**src/rtl/core_alu_reg_if.sv**
```systemverilog
// Operand/flag bus between the CPU core and the ALU with its registered output stage.
// The master drives operands and control; the slave returns combinational and registered results.
interface core_alu_reg_if;
    logic       I_enable;
    logic [3:0] I_control;
    logic [3:0] I_mask_p;
    logic [7:0] I_lhs;
    logic [7:0] I_rhs;
    logic       I_carry;
    logic       I_overflow;
    logic       I_sign;
    logic       I_zero;
    logic [7:0] O_result;
    logic       O_carry;
    logic       O_overflow;
    logic       O_sign;
    logic       O_zero;
    logic [7:0] Q_result;
    logic [3:0] Q_flags;

    modport master (
        output I_enable, I_control, I_mask_p, I_lhs, I_rhs,
        output I_carry, I_overflow, I_sign, I_zero,
        input  O_result, O_carry, O_overflow, O_sign, O_zero,
        input  Q_result, Q_flags
    );

    modport slave (
        input  I_enable, I_control, I_mask_p, I_lhs, I_rhs,
        input  I_carry, I_overflow, I_sign, I_zero,
        output O_result, O_carry, O_overflow, O_sign, O_zero,
        output Q_result, Q_flags
    );
endinterface

```
**src/rtl/core_alu_reg.sv**
```systemverilog
// 8-bit 2A03 ALU (no decimal mode) with a clock-enabled result/flag register bank.
// Combinational outputs are zero-latency; Q_* capture them on enabled rising edges.
module core_alu_reg #(
    parameter logic [7:0] RESET_VALUE = 8'h00
) (
    input logic           I_clock,
    input logic           I_reset,
    core_alu_reg_if.slave bus
);
    localparam int unsigned DATA_W = 8;
    localparam int unsigned FLAG_W = 4;

    localparam logic [3:0] OP_NOP = 4'd0;
    localparam logic [3:0] OP_ADC = 4'd1;
    localparam logic [3:0] OP_SBC = 4'd2;
    localparam logic [3:0] OP_AND = 4'd3;
    localparam logic [3:0] OP_ORA = 4'd4;
    localparam logic [3:0] OP_EOR = 4'd5;
    localparam logic [3:0] OP_CMP = 4'd6;
    localparam logic [3:0] OP_BIT = 4'd7;
    localparam logic [3:0] OP_ASL = 4'd8;
    localparam logic [3:0] OP_LSR = 4'd9;
    localparam logic [3:0] OP_ROL = 4'd10;
    localparam logic [3:0] OP_ROR = 4'd11;
    localparam logic [3:0] OP_INC = 4'd12;
    localparam logic [3:0] OP_DEC = 4'd13;
    localparam logic [3:0] OP_LD  = 4'd14;

    // Flag-select bit positions, shared by w_touch, I_mask_p and Q_flags ordering {N,V,Z,C}
    localparam int unsigned F_C = 0;
    localparam int unsigned F_Z = 1;
    localparam int unsigned F_V = 2;
    localparam int unsigned F_N = 3;

    logic [DATA_W:0]   w_add;
    logic [DATA_W-1:0] w_res;
    logic              w_c;
    logic              w_v;
    logic              w_n;
    logic              w_z;
    logic [FLAG_W-1:0] w_touch;
    logic [FLAG_W-1:0] w_upd;
    logic [FLAG_W-1:0] w_flags;

    logic [DATA_W-1:0] r_result;
    logic [FLAG_W-1:0] r_flags;

    // Datapath: w_touch marks which flags the selected operation defines
    always_comb begin
        w_add   = '0;
        w_res   = bus.I_lhs;
        w_c     = bus.I_carry;
        w_v     = bus.I_overflow;
        w_touch = '0;
        case (bus.I_control)
            OP_ADC: begin
                w_add   = {1'b0, bus.I_lhs} + {1'b0, bus.I_rhs} + (DATA_W+1)'(bus.I_carry);
                w_res   = w_add[DATA_W-1:0];
                w_c     = w_add[DATA_W];
                w_v     = ~(bus.I_lhs[7] ^ bus.I_rhs[7]) & (bus.I_lhs[7] ^ w_res[7]);
                w_touch = 4'b1111;
            end
            OP_SBC: begin
                w_add   = {1'b0, bus.I_lhs} + {1'b0, ~bus.I_rhs} + (DATA_W+1)'(bus.I_carry);
                w_res   = w_add[DATA_W-1:0];
                w_c     = w_add[DATA_W];
                w_v     = (bus.I_lhs[7] ^ bus.I_rhs[7]) & (bus.I_lhs[7] ^ w_res[7]);
                w_touch = 4'b1111;
            end
            OP_AND: begin
                w_res   = bus.I_lhs & bus.I_rhs;
                w_touch = 4'b1010;
            end
            OP_ORA: begin
                w_res   = bus.I_lhs | bus.I_rhs;
                w_touch = 4'b1010;
            end
            OP_EOR: begin
                w_res   = bus.I_lhs ^ bus.I_rhs;
                w_touch = 4'b1010;
            end
            OP_CMP: begin
                w_add   = {1'b0, bus.I_lhs} - {1'b0, bus.I_rhs};
                w_res   = w_add[DATA_W-1:0];
                w_c     = (bus.I_lhs >= bus.I_rhs);
                w_touch = 4'b1011;
            end
            OP_BIT: begin
                w_res   = bus.I_lhs & bus.I_rhs;
                w_v     = bus.I_rhs[6];
                w_touch = 4'b1110;
            end
            OP_ASL: begin
                w_res   = {bus.I_lhs[6:0], 1'b0};
                w_c     = bus.I_lhs[7];
                w_touch = 4'b1011;
            end
            OP_LSR: begin
                w_res   = {1'b0, bus.I_lhs[7:1]};
                w_c     = bus.I_lhs[0];
                w_touch = 4'b1011;
            end
            OP_ROL: begin
                w_res   = {bus.I_lhs[6:0], bus.I_carry};
                w_c     = bus.I_lhs[7];
                w_touch = 4'b1011;
            end
            OP_ROR: begin
                w_res   = {bus.I_carry, bus.I_lhs[7:1]};
                w_c     = bus.I_lhs[0];
                w_touch = 4'b1011;
            end
            OP_INC: begin
                w_res   = bus.I_lhs + DATA_W'(1);
                w_touch = 4'b1010;
            end
            OP_DEC: begin
                w_res   = bus.I_lhs - DATA_W'(1);
                w_touch = 4'b1010;
            end
            OP_LD: begin
                w_res   = bus.I_rhs;
                w_touch = 4'b1010;
            end
            default: begin
                w_res   = bus.I_lhs;
                w_touch = '0;
            end
        endcase
    end

    // BIT reports the operand's bit 7 as N rather than the AND result
    always_comb begin
        w_n = w_res[7];
        w_z = (w_res == '0);
        if (bus.I_control == OP_BIT) begin
            w_n = bus.I_rhs[7];
        end
    end

    // Flags not defined by the op, or masked off, pass the incoming value through
    always_comb begin
        w_upd        = w_touch & bus.I_mask_p;
        w_flags[F_C] = w_upd[F_C] ? w_c : bus.I_carry;
        w_flags[F_Z] = w_upd[F_Z] ? w_z : bus.I_zero;
        w_flags[F_V] = w_upd[F_V] ? w_v : bus.I_overflow;
        w_flags[F_N] = w_upd[F_N] ? w_n : bus.I_sign;
    end

    assign bus.O_result   = w_res;
    assign bus.O_carry    = w_flags[F_C];
    assign bus.O_zero     = w_flags[F_Z];
    assign bus.O_overflow = w_flags[F_V];
    assign bus.O_sign     = w_flags[F_N];

    // Output register bank
    always_ff @(posedge I_clock or negedge I_reset) begin
        if (!I_reset) begin
            r_result <= RESET_VALUE;
            r_flags  <= '0;
        end else if (bus.I_enable) begin
            r_result <= w_res;
            r_flags  <= w_flags;
        end
    end

    assign bus.Q_result = r_result;
    assign bus.Q_flags  = r_flags;

endmodule

```
**src/flat_wrapper.sv**
```systemverilog
// flat-port wrapper written by rule: the top's interface ports become plain ports
module core_alu_reg_flat 
#(
    parameter logic [7:0] RESET_VALUE = 8'h00
)
  (I_clock, I_reset, bus_I_enable, bus_I_control, bus_I_mask_p, bus_I_lhs, bus_I_rhs, bus_I_carry, bus_I_overflow, bus_I_sign, bus_I_zero, bus_O_result, bus_O_carry, bus_O_overflow, bus_O_sign, bus_O_zero, bus_Q_result, bus_Q_flags);
  core_alu_reg_if bus_i ();
  input logic I_clock;
  input logic I_reset;
  input wire logic [$bits(bus_i.I_enable)-1:0] bus_I_enable;
  input wire logic [$bits(bus_i.I_control)-1:0] bus_I_control;
  input wire logic [$bits(bus_i.I_mask_p)-1:0] bus_I_mask_p;
  input wire logic [$bits(bus_i.I_lhs)-1:0] bus_I_lhs;
  input wire logic [$bits(bus_i.I_rhs)-1:0] bus_I_rhs;
  input wire logic [$bits(bus_i.I_carry)-1:0] bus_I_carry;
  input wire logic [$bits(bus_i.I_overflow)-1:0] bus_I_overflow;
  input wire logic [$bits(bus_i.I_sign)-1:0] bus_I_sign;
  input wire logic [$bits(bus_i.I_zero)-1:0] bus_I_zero;
  output wire logic [$bits(bus_i.O_result)-1:0] bus_O_result;
  output wire logic [$bits(bus_i.O_carry)-1:0] bus_O_carry;
  output wire logic [$bits(bus_i.O_overflow)-1:0] bus_O_overflow;
  output wire logic [$bits(bus_i.O_sign)-1:0] bus_O_sign;
  output wire logic [$bits(bus_i.O_zero)-1:0] bus_O_zero;
  output wire logic [$bits(bus_i.Q_result)-1:0] bus_Q_result;
  output wire logic [$bits(bus_i.Q_flags)-1:0] bus_Q_flags;
  assign bus_i.I_enable = bus_I_enable;
  assign bus_i.I_control = bus_I_control;
  assign bus_i.I_mask_p = bus_I_mask_p;
  assign bus_i.I_lhs = bus_I_lhs;
  assign bus_i.I_rhs = bus_I_rhs;
  assign bus_i.I_carry = bus_I_carry;
  assign bus_i.I_overflow = bus_I_overflow;
  assign bus_i.I_sign = bus_I_sign;
  assign bus_i.I_zero = bus_I_zero;
  assign bus_O_result = bus_i.O_result;
  assign bus_O_carry = bus_i.O_carry;
  assign bus_O_overflow = bus_i.O_overflow;
  assign bus_O_sign = bus_i.O_sign;
  assign bus_O_zero = bus_i.O_zero;
  assign bus_Q_result = bus_i.Q_result;
  assign bus_Q_flags = bus_i.Q_flags;
  core_alu_reg #(.RESET_VALUE(RESET_VALUE)) u_core (.I_clock(I_clock), .I_reset(I_reset), .bus(bus_i));
endmodule
```
**config.mk**
```make
export PLATFORM = sky130hd
export DESIGN_NAME = core_alu_reg_flat
export DESIGN_NICKNAME = d
export VERILOG_FILES = /design/src/rtl/core_alu_reg_if.sv /design/src/rtl/core_alu_reg.sv /design/src/flat_wrapper.sv
export SDC_FILE = /design/constraint.sdc
export NUM_CORES = 1
export LEC_CHECK = 0
export ABC_AREA = 1
export BUFFER_PORTS_ARGS = -buffer_cell sky130_fd_sc_hd__buf_2
export CORE_ASPECT_RATIO = 1.25
export CORE_UTILIZATION = 57
export DETAILED_ROUTE_END_ITERATION = 10
export PLACE_DENSITY = 0.88
export SETUP_SLACK_MARGIN = 0.5
export SKIP_LAST_GASP = 1
export SYNTH_ARGS = -nofsm -noshare
export SYNTH_HDL_FRONTEND = slang
export SYNTH_SLANG_ARGS = --single-unit
```
**constraint.sdc**
```tcl
create_clock -name I_clock -period 3.6 [get_ports I_clock]
set_input_delay 0.72 -clock I_clock [delete_from_list [all_inputs] [get_ports I_clock]]
set_output_delay 0.72 -clock I_clock [all_outputs]
set_load 0.05 [all_outputs]
```
==> results of run 1 <==
-- kinds of logic after synthesis --
family,Yosys count,share of synthesized area
flip-flops,12,0.106
buffers and inverters,86,0.119
adder cells (fa/ha/maj),30,0.146
AO/OA/AOI/OAI,58,0.118
AND/OR/NAND/NOR,332,0.502
XOR/XNOR,3,0.00929
-- metrics by stage --
stage          hold WS [ns]   util  cell area (um2)
3_3_place_gp          0.458  0.776             3700
3_5_place_dp          0.468  0.776             3700
2_1_floorplan         0.424      -             2860
4_1_cts               0.352  0.860             4100
-- timing repair --
item / CTS
setup buffers: 18
setup endpoints to repair: 12
resized for setup: 66
pin swaps: 33
-- metal layers --
layer	global-route usage	GRT overflow
met5	0.177	0
met4	0.835	11
met3	0.566	0
met2	0.969	15
met1	0.747	0
==> impl_results.html, run 1 <==
<table>
<tr><th>Metric</th><th>Value</th></tr>
<tr><th colspan="2">Logic synthesis</th></tr>
<tr><td>Proportion of synthesized flip-flops having asynchronous set or reset</td><td>1.00</td></tr>
<tr><td>Cells taking the most area after synthesis</td><td>sky130_fd_sc_hd__nand2_1, sky130_fd_sc_hd__ha_1, sky130_fd_sc_hd__dfrtp_1, sky130_fd_sc_hd__nand3_1, sky130_fd_sc_hd__inv_1</td></tr>
<tr><td>Number of synthesized flops with an enable pin</td><td>0</td></tr>
<tr><td>Post-synthesis cell type with the largest combined area</td><td>sky130_fd_sc_hd__nand2_1</td></tr>
<tr><td>Register bit count reported by yosys</td><td>12</td></tr>
<tr><td>Syn_nets</td><td>between 500 and 600</td></tr>
<tr><td>Netlist area before placement</td><td>between 0.002 and 0.003 mm2</td></tr>
<tr><td>Most frequent cell after synthesis</td><td>sky130_fd_sc_hd__nand2_1</td></tr>
<tr><td>Number of cells produced by synthesis</td><td>521</td></tr>
<tr><td>Leading register cell type out of synthesis</td><td>sky130_fd_sc_hd__dfrtp_1</td></tr>
<tr><td>Share of Yosys cell area claimed by the top area cell type</td><td>0.237</td></tr>
<tr><td>Ranking of synthesized cells by instance count</td><td>sky130_fd_sc_hd__nand2_1, sky130_fd_sc_hd__inv_1, sky130_fd_sc_hd__nand3_1, sky130_fd_sc_hd__nor2_1, sky130_fd_sc_hd__o21ai_0</td></tr>
<tr><td>Count of cell types in the netlist</td><td>34</td></tr>
<tr><td>Fraction of the yosys area taken by sequential cells</td><td>0.106</td></tr>
<tr><td>Mean instance size in the synthesized netlist</td><td>about 5.4 um2</td></tr>
<tr><td>Warnings from Yosys</td><td>0</td></tr>
<tr><th colspan="2">Floorplanning</th></tr>
<tr><td>Row cnt</td><td>28</td></tr>
<tr><td>Starting utilization of the core area</td><td>0.594</td></tr>
<tr><td>Top Ports</td><td>55</td></tr>
<tr><td>Die height</td><td>between 80 and 90 um</td></tr>
<tr><td>Horizontal extent of the die</td><td>between 60 and 70 um</td></tr>
<tr><th colspan="2">Clock tree</th></tr>
<tr><td>Number of sinks driven by the clock tree</td><td>12</td></tr>
<tr><td>CTS Root Cell</td><td>sky130_fd_sc_hd__clkbuf_8</td></tr>
<tr><td>CTS HTree Levels</td><td>1</td></tr>
<tr><td>Cts bufs inserted</td><td>3</td></tr>
<tr><td>Number of buffers inserted for hold repair after clock tree synthesis</td><td>0</td></tr>
<tr><td>Deepest clock path buffer count</td><td>2</td></tr>
<tr><th colspan="2">GRT</th></tr>
<tr><td>Total Routing Usage GR</td><td>0.767</td></tr>
<tr><td>Largest net degree at the start of global routing</td><td>21</td></tr>
<tr><td>Global route overflow</td><td>26</td></tr>
<tr><th colspan="2">Place</th></tr>
<tr><td>DPL Wire Length</td><td>8.64 mm</td></tr>
<tr><td># port buffers</td><td>54</td></tr>
<tr><td>Number of placed instances with taps included</td><td>~700</td></tr>
<tr><td>Routability congestion estimate from global placement</td><td>roughly 0.98</td></tr>
<tr><td>Post-Place Setup Slack</td><td>-0.320 ns</td></tr>
<tr><th colspan="2">Run status</th></tr>
<tr><td>Failed at</td><td>global routing</td></tr>
<tr><td>Result of the run</td><td>aborted with a tool error</td></tr>
<tr><td>Log Error</td><td>[ERROR GRT-0232] Routing congestion too high. Check the congestion heatmap in the GUI.</td></tr>
<tr><th colspan="2">STA</th></tr>
<tr><td>Worst endpoint pin kind</td><td>top-level output</td></tr>
<tr><td>Worst setup endpoint GRT</td><td>bus_O_zero</td></tr>
</table>
==> inputs of run 2 (changes only) <==
--- a/config.mk
+++ b/config.mk
@@ -7,11 +7,9 @@
 export LEC_CHECK = 0
 export ABC_AREA = 1
 export BUFFER_PORTS_ARGS = -buffer_cell sky130_fd_sc_hd__buf_2
-export CORE_ASPECT_RATIO = 1.25
-export CORE_UTILIZATION = 57
+export CORE_UTILIZATION = 40
 export DETAILED_ROUTE_END_ITERATION = 10
-export PLACE_DENSITY = 0.88
-export SETUP_SLACK_MARGIN = 0.5
+export PLACE_DENSITY_LB_ADDON = 0.15
 export SKIP_LAST_GASP = 1
 export SYNTH_ARGS = -nofsm -noshare
 export SYNTH_HDL_FRONTEND = slang
==> impl_results.html, run 2 <==
<table>
<tr><th>Metric</th><th>Value</th></tr>
<tr><th colspan="2">Run status</th></tr>
<tr><td>Result of the run</td><td>finished with violations</td></tr>
<tr><td>Violated checks</td><td>setup timing</td></tr>
<tr><th colspan="2">Floorplanning</th></tr>
<tr><td>Area enclosed by the die boundary</td><td>0.00742 mm2</td></tr>
<tr><td>Placeable core area</td><td>roughly 0.0068 mm2</td></tr>
<tr><td>Row cnt</td><td>30</td></tr>
<tr><td>Starting utilization of the core area</td><td>0.414</td></tr>
<tr><td>Horizontal extent of the die</td><td>roughly 86 um</td></tr>
<tr><td>Top Ports</td><td>55</td></tr>
<tr><td>Die height</td><td>~86 um</td></tr>
<tr><th colspan="2">Logic synthesis</th></tr>
<tr><td>Ranking of synthesized cells by instance count</td><td>sky130_fd_sc_hd__nand2_1, sky130_fd_sc_hd__inv_1, sky130_fd_sc_hd__nand3_1, sky130_fd_sc_hd__nor2_1, sky130_fd_sc_hd__o21ai_0</td></tr>
<tr><td>Cells taking the most area after synthesis</td><td>sky130_fd_sc_hd__nand2_1, sky130_fd_sc_hd__ha_1, sky130_fd_sc_hd__dfrtp_1, sky130_fd_sc_hd__nand3_1, sky130_fd_sc_hd__inv_1</td></tr>
<tr><td>Syn_nets</td><td>approximately 580</td></tr>
<tr><td>Mean instance size in the synthesized netlist</td><td>approximately 5.4 um2</td></tr>
<tr><td>Leading register cell type out of synthesis</td><td>sky130_fd_sc_hd__dfrtp_1</td></tr>
<tr><td>Warnings from Yosys</td><td>0</td></tr>
<tr><td>Proportion of synthesized flip-flops having asynchronous set or reset</td><td>1.00</td></tr>
<tr><td>Count of cell types in the netlist</td><td>34</td></tr>
<tr><td>Netlist area before placement</td><td>approximately 0.0028 mm2</td></tr>
<tr><td>Most frequent cell after synthesis</td><td>sky130_fd_sc_hd__nand2_1</td></tr>
<tr><td>Share of Yosys cell area claimed by the top area cell type</td><td>0.237</td></tr>
<tr><td>Number of cells produced by synthesis</td><td>approximately 520</td></tr>
<tr><td>Number of synthesized flops with an enable pin</td><td>0</td></tr>
<tr><td>Fraction of the yosys area taken by sequential cells</td><td>0.106</td></tr>
<tr><td>Register bit count reported by yosys</td><td>12</td></tr>
<tr><td>Post-synthesis cell type with the largest combined area</td><td>sky130_fd_sc_hd__nand2_1</td></tr>
<tr><th colspan="2">Detailed routing</th></tr>
<tr><td>DRC violation total after the first TritonRoute iteration</td><td>235</td></tr>
<tr><td>DRC errors left</td><td>0</td></tr>
<tr><td>Vias/cell</td><td>between 5 and 6</td></tr>
<tr><td>Detailed-routing iteration count for the pre-antenna-repair pass</td><td>5</td></tr>
<tr><td>Overall via count from detail_route</td><td>3775</td></tr>
<tr><td>Total length of routed wires</td><td>between 10 and 15 mm</td></tr>
<tr><td>DR WL/cell</td><td>between 10 and 15 um</td></tr>
<tr><td>ANT nets after route</td><td>0</td></tr>
<tr><th colspan="2">Finish</th></tr>
<tr><td>Final-stage net count</td><td>712</td></tr>
<tr><td>Sequential cell area</td><td>about 300 um2</td></tr>
<tr><td>Multi-input gate area</td><td>about 0.0023 mm2</td></tr>
<tr><td>Commonest cells after routing, fill and taps aside</td><td>sky130_fd_sc_hd__nand2_1, sky130_fd_sc_hd__buf_4, sky130_fd_sc_hd__inv_1</td></tr>
<tr><td>Filler instances</td><td>about 740</td></tr>
<tr><td>Layout cell share with drive strength beyond 1</td><td>0.293</td></tr>
<tr><td>Utilization after layout</td><td>0.588</td></tr>
<tr><td>Antenna diode count</td><td>0</td></tr>
<tr><td>Cell area after layout</td><td>~0.0040 mm2</td></tr>
<tr><td>Area added between synthesis and finish</td><td>41.8%</td></tr>
<tr><td>Leading cell type in the layout, fill and taps excluded</td><td>sky130_fd_sc_hd__nand2_1</td></tr>
<tr><td>Max FFs per register</td><td>8</td></tr>
<tr><th colspan="2">GRT</th></tr>
<tr><td>Total Routing Usage GR</td><td>0.294</td></tr>
<tr><td>Number of global-route vias before repair</td><td>roughly 3600</td></tr>
<tr><td>Global route overflow</td><td>0</td></tr>
<tr><td>Initial antenna violation count</td><td>0</td></tr>
<tr><td>Largest net degree at the start of global routing</td><td>21</td></tr>
<tr><td>First-pass GRT wire length</td><td>around 17 mm</td></tr>
<tr><th colspan="2">STA</th></tr>
<tr><td>Setup TNS</td><td>-0.217 ns</td></tr>
<tr><td>Actual slew at the worst max-slew pin</td><td>0.569 ns</td></tr>
<tr><td>Highest attainable clock frequency</td><td>0.266 GHz</td></tr>
<tr><td>Crit share post-route</td><td>1.04</td></tr>
<tr><td>Final setup margin</td><td>-0.156 ns</td></tr>
<tr><td>Total setup violations reported at the end of the flow</td><td>2</td></tr>
<tr><td>Fin Clk Skew</td><td>0 ns</td></tr>
<tr><td>Slew Viols, Final</td><td>0</td></tr>
<tr><td>Post-layout min period</td><td>approximately 3.8 ns</td></tr>
<tr><td>RSZ-0062 raised after global routing</td><td>yes</td></tr>
<tr><td>Final Hold Violating Endpoints</td><td>0</td></tr>
<tr><td>Relative slew slack</td><td>0.619</td></tr>
<tr><th colspan="2">Critical path</th></tr>
<tr><td>Worst reg-to-reg setup slack</td><td>2.94 ns</td></tr>
<tr><td>Maximum fanout along the worst path</td><td>3</td></tr>
<tr><td>Launch point of the worst reg-to-reg path</td><td>u_core.bus.Q_result[4]$_DFFE_PN0P_</td></tr>
<tr><td>Critical path required time</td><td>approximately 2.9 ns</td></tr>
<tr><td>CP Launch Type</td><td>input port</td></tr>
<tr><td>Standard cell with the maximum stage delay on the critical path</td><td>sky130_fd_sc_hd__fa_2</td></tr>
<tr><td>Reg2reg path depth</td><td>2</td></tr>
<tr><td>Largest stage delay on the critical path</td><td>about 0.43 ns</td></tr>
<tr><td>Critical register-to-register path endpoint</td><td>u_core.bus.Q_result[4]$_DFFE_PN0P_</td></tr>
<tr><td>Worst path most repeated cell</td><td>sky130_fd_sc_hd__nor2_1</td></tr>
<tr><td>Crit path capture type</td><td>output pin</td></tr>
<tr><td>Kind of critical path</td><td>in -&gt; out</td></tr>
<tr><td>Arrival time at the worst endpoint</td><td>3.04 ns</td></tr>
<tr><td>Worst path cell trace</td><td>buf_8, clkinvlp_4, buf_6, fa_2, inv_2, fa_2, nand2_1, o21ai_1, nor2_1, nand4_1, nor2_1, nand3_1, nor2_1, nand2_1, nand2_4, buf_8</td></tr>
<tr><th colspan="2">Pwr</th></tr>
<tr><td>Worst ir drop on vdd</td><td>around 0.12 mV</td></tr>
<tr><td>Standby leakage power</td><td>around 0.0022 uW</td></tr>
<tr><td>Ratio of total power to cell area</td><td>approximately 250 mW/mm2</td></tr>
<tr><td>Overall power</td><td>~990 uW</td></tr>
<tr><th colspan="2">Place</th></tr>
<tr><td>Post-Place Setup Slack</td><td>-0.290 ns</td></tr>
<tr><td>DPL Wire Length</td><td>between 8 and 9 mm</td></tr>
<tr><td>Cell area after placement</td><td>roughly 0.0038 mm2</td></tr>
<tr><td>Routability congestion estimate from global placement</td><td>0.931</td></tr>
<tr><td># port buffers</td><td>54</td></tr>
<tr><th colspan="2">Clock tree</th></tr>
<tr><td>Number of sinks driven by the clock tree</td><td>12</td></tr>
<tr><td>Cts bufs inserted</td><td>3</td></tr>
<tr><td>CTS HTree Levels</td><td>1</td></tr>
<tr><td>Post-CTS clock slew at the launch and capture registers of the worst setup and hold paths</td><td>roughly 0.050 ns</td></tr>
<tr><td>Deepest clock path buffer count</td><td>2</td></tr>
<tr><td>TritonCTS clock tree</td><td>done</td></tr>
<tr><td>CTS Root Cell</td><td>sky130_fd_sc_hd__clkbuf_8</td></tr>
<tr><td>Worst-Skew Late Latency</td><td>roughly 0.23 ns</td></tr>
<tr><th colspan="2">Flow run</th></tr>
<tr><td>Max Cap Violations</td><td>0</td></tr>
<tr><th colspan="2">Worst hold path</th></tr>
<tr><td>Worst hold-check path type</td><td>in -&gt; async</td></tr>
</table>
==> run 2: cell counts after synthesis <==
Identical to the previous run, type by type.
==> run 2: worst max-delay path, delay by kind of cell <==
family | cells | cell delay (ns)
simple gates | 8 | 0.92
fa+ha+maj | 2 | 0.77
buf+inv | 5 | 0.56
compound gates | 1 | 0.06
==> run 2: what timing repair did <==
item | in CTS | in global routing
setup endpoints to repair | 4 | 11
resized for setup | 7 | 53
pin swaps | 2 | 16
hold buffers | 0 | 0
setup buffers | 1 | 3
endpoints found under the hold margin | 0 | 0
==> run 2: final cells by class <==
| class | count | area share |
|---|---|---|
| Sequential cell | 12 | 0.0748 |
| Multi-Input combinational cell | 423 | 0.576 |
| Inverter | 77 | 0.0729 |
| Clock buffer | 3 | 0.0103 |
| Tap cell | 96 | 0.0299 |
| Timing Repair Buffer | 134 | 0.236 |
==> run 2: how the worst max path moves through the flow <==
| stage | from | end | cells past startpoint |
|---|---|---|---|
| 2_1_floorplan | bus_I_carry | bus_O_zero | 13 |
| 3_5_place_dp | bus_I_carry | bus_O_zero | 18 |
| 4_1_cts | bus_I_carry | bus_O_zero | 16 |
| 5_1_grt | bus_I_rhs[0] | bus_O_zero | 18 |
| 3_3_place_gp | bus_I_carry | bus_O_zero | 18 |
| 6_report | bus_I_carry | bus_O_zero | 16 |
==> run 2: power by group <==
group	switching [uW]	internal, uW	total (uW)
sequential	9.78	155	165
combinational	453	255	708
clock	42.8	73.2	116
==> run 2: kinds of logic (layout without fill, tap and decap cells) <==
group                      after synthesis  count (layout)  synth area share
AOI/OAI and AO/OA                       58              58             0.118
buffers and inverters                   86             214             0.119
xor gates and xnor gates                 3               3           0.00929
DFF                                     12              12             0.106
adders and majority gates               30              30             0.146
and+or+nand+nor                        332             332             0.502
==> run 2: stage by stage <==
stage | hold slack [ns] | std cells
after floorplan | 0.424 | 521
after global placement | 0.461 | 739
after detailed placement | 0.467 | 739
after CTS | 0.361 | 743
after global routing | 0.372 | 745
final | 0.361 | 745
==> run 2: layer usage <==
layer	GRT usage	wire [um]	up-vias
li1	-	-	1925
met3	0.0164	552	18
met5	0	0	-
met4	0.0909	225	0
met2	0.499	5090	131
met1	0.398	4760	1701
Power figures use the tool's default switching activity.
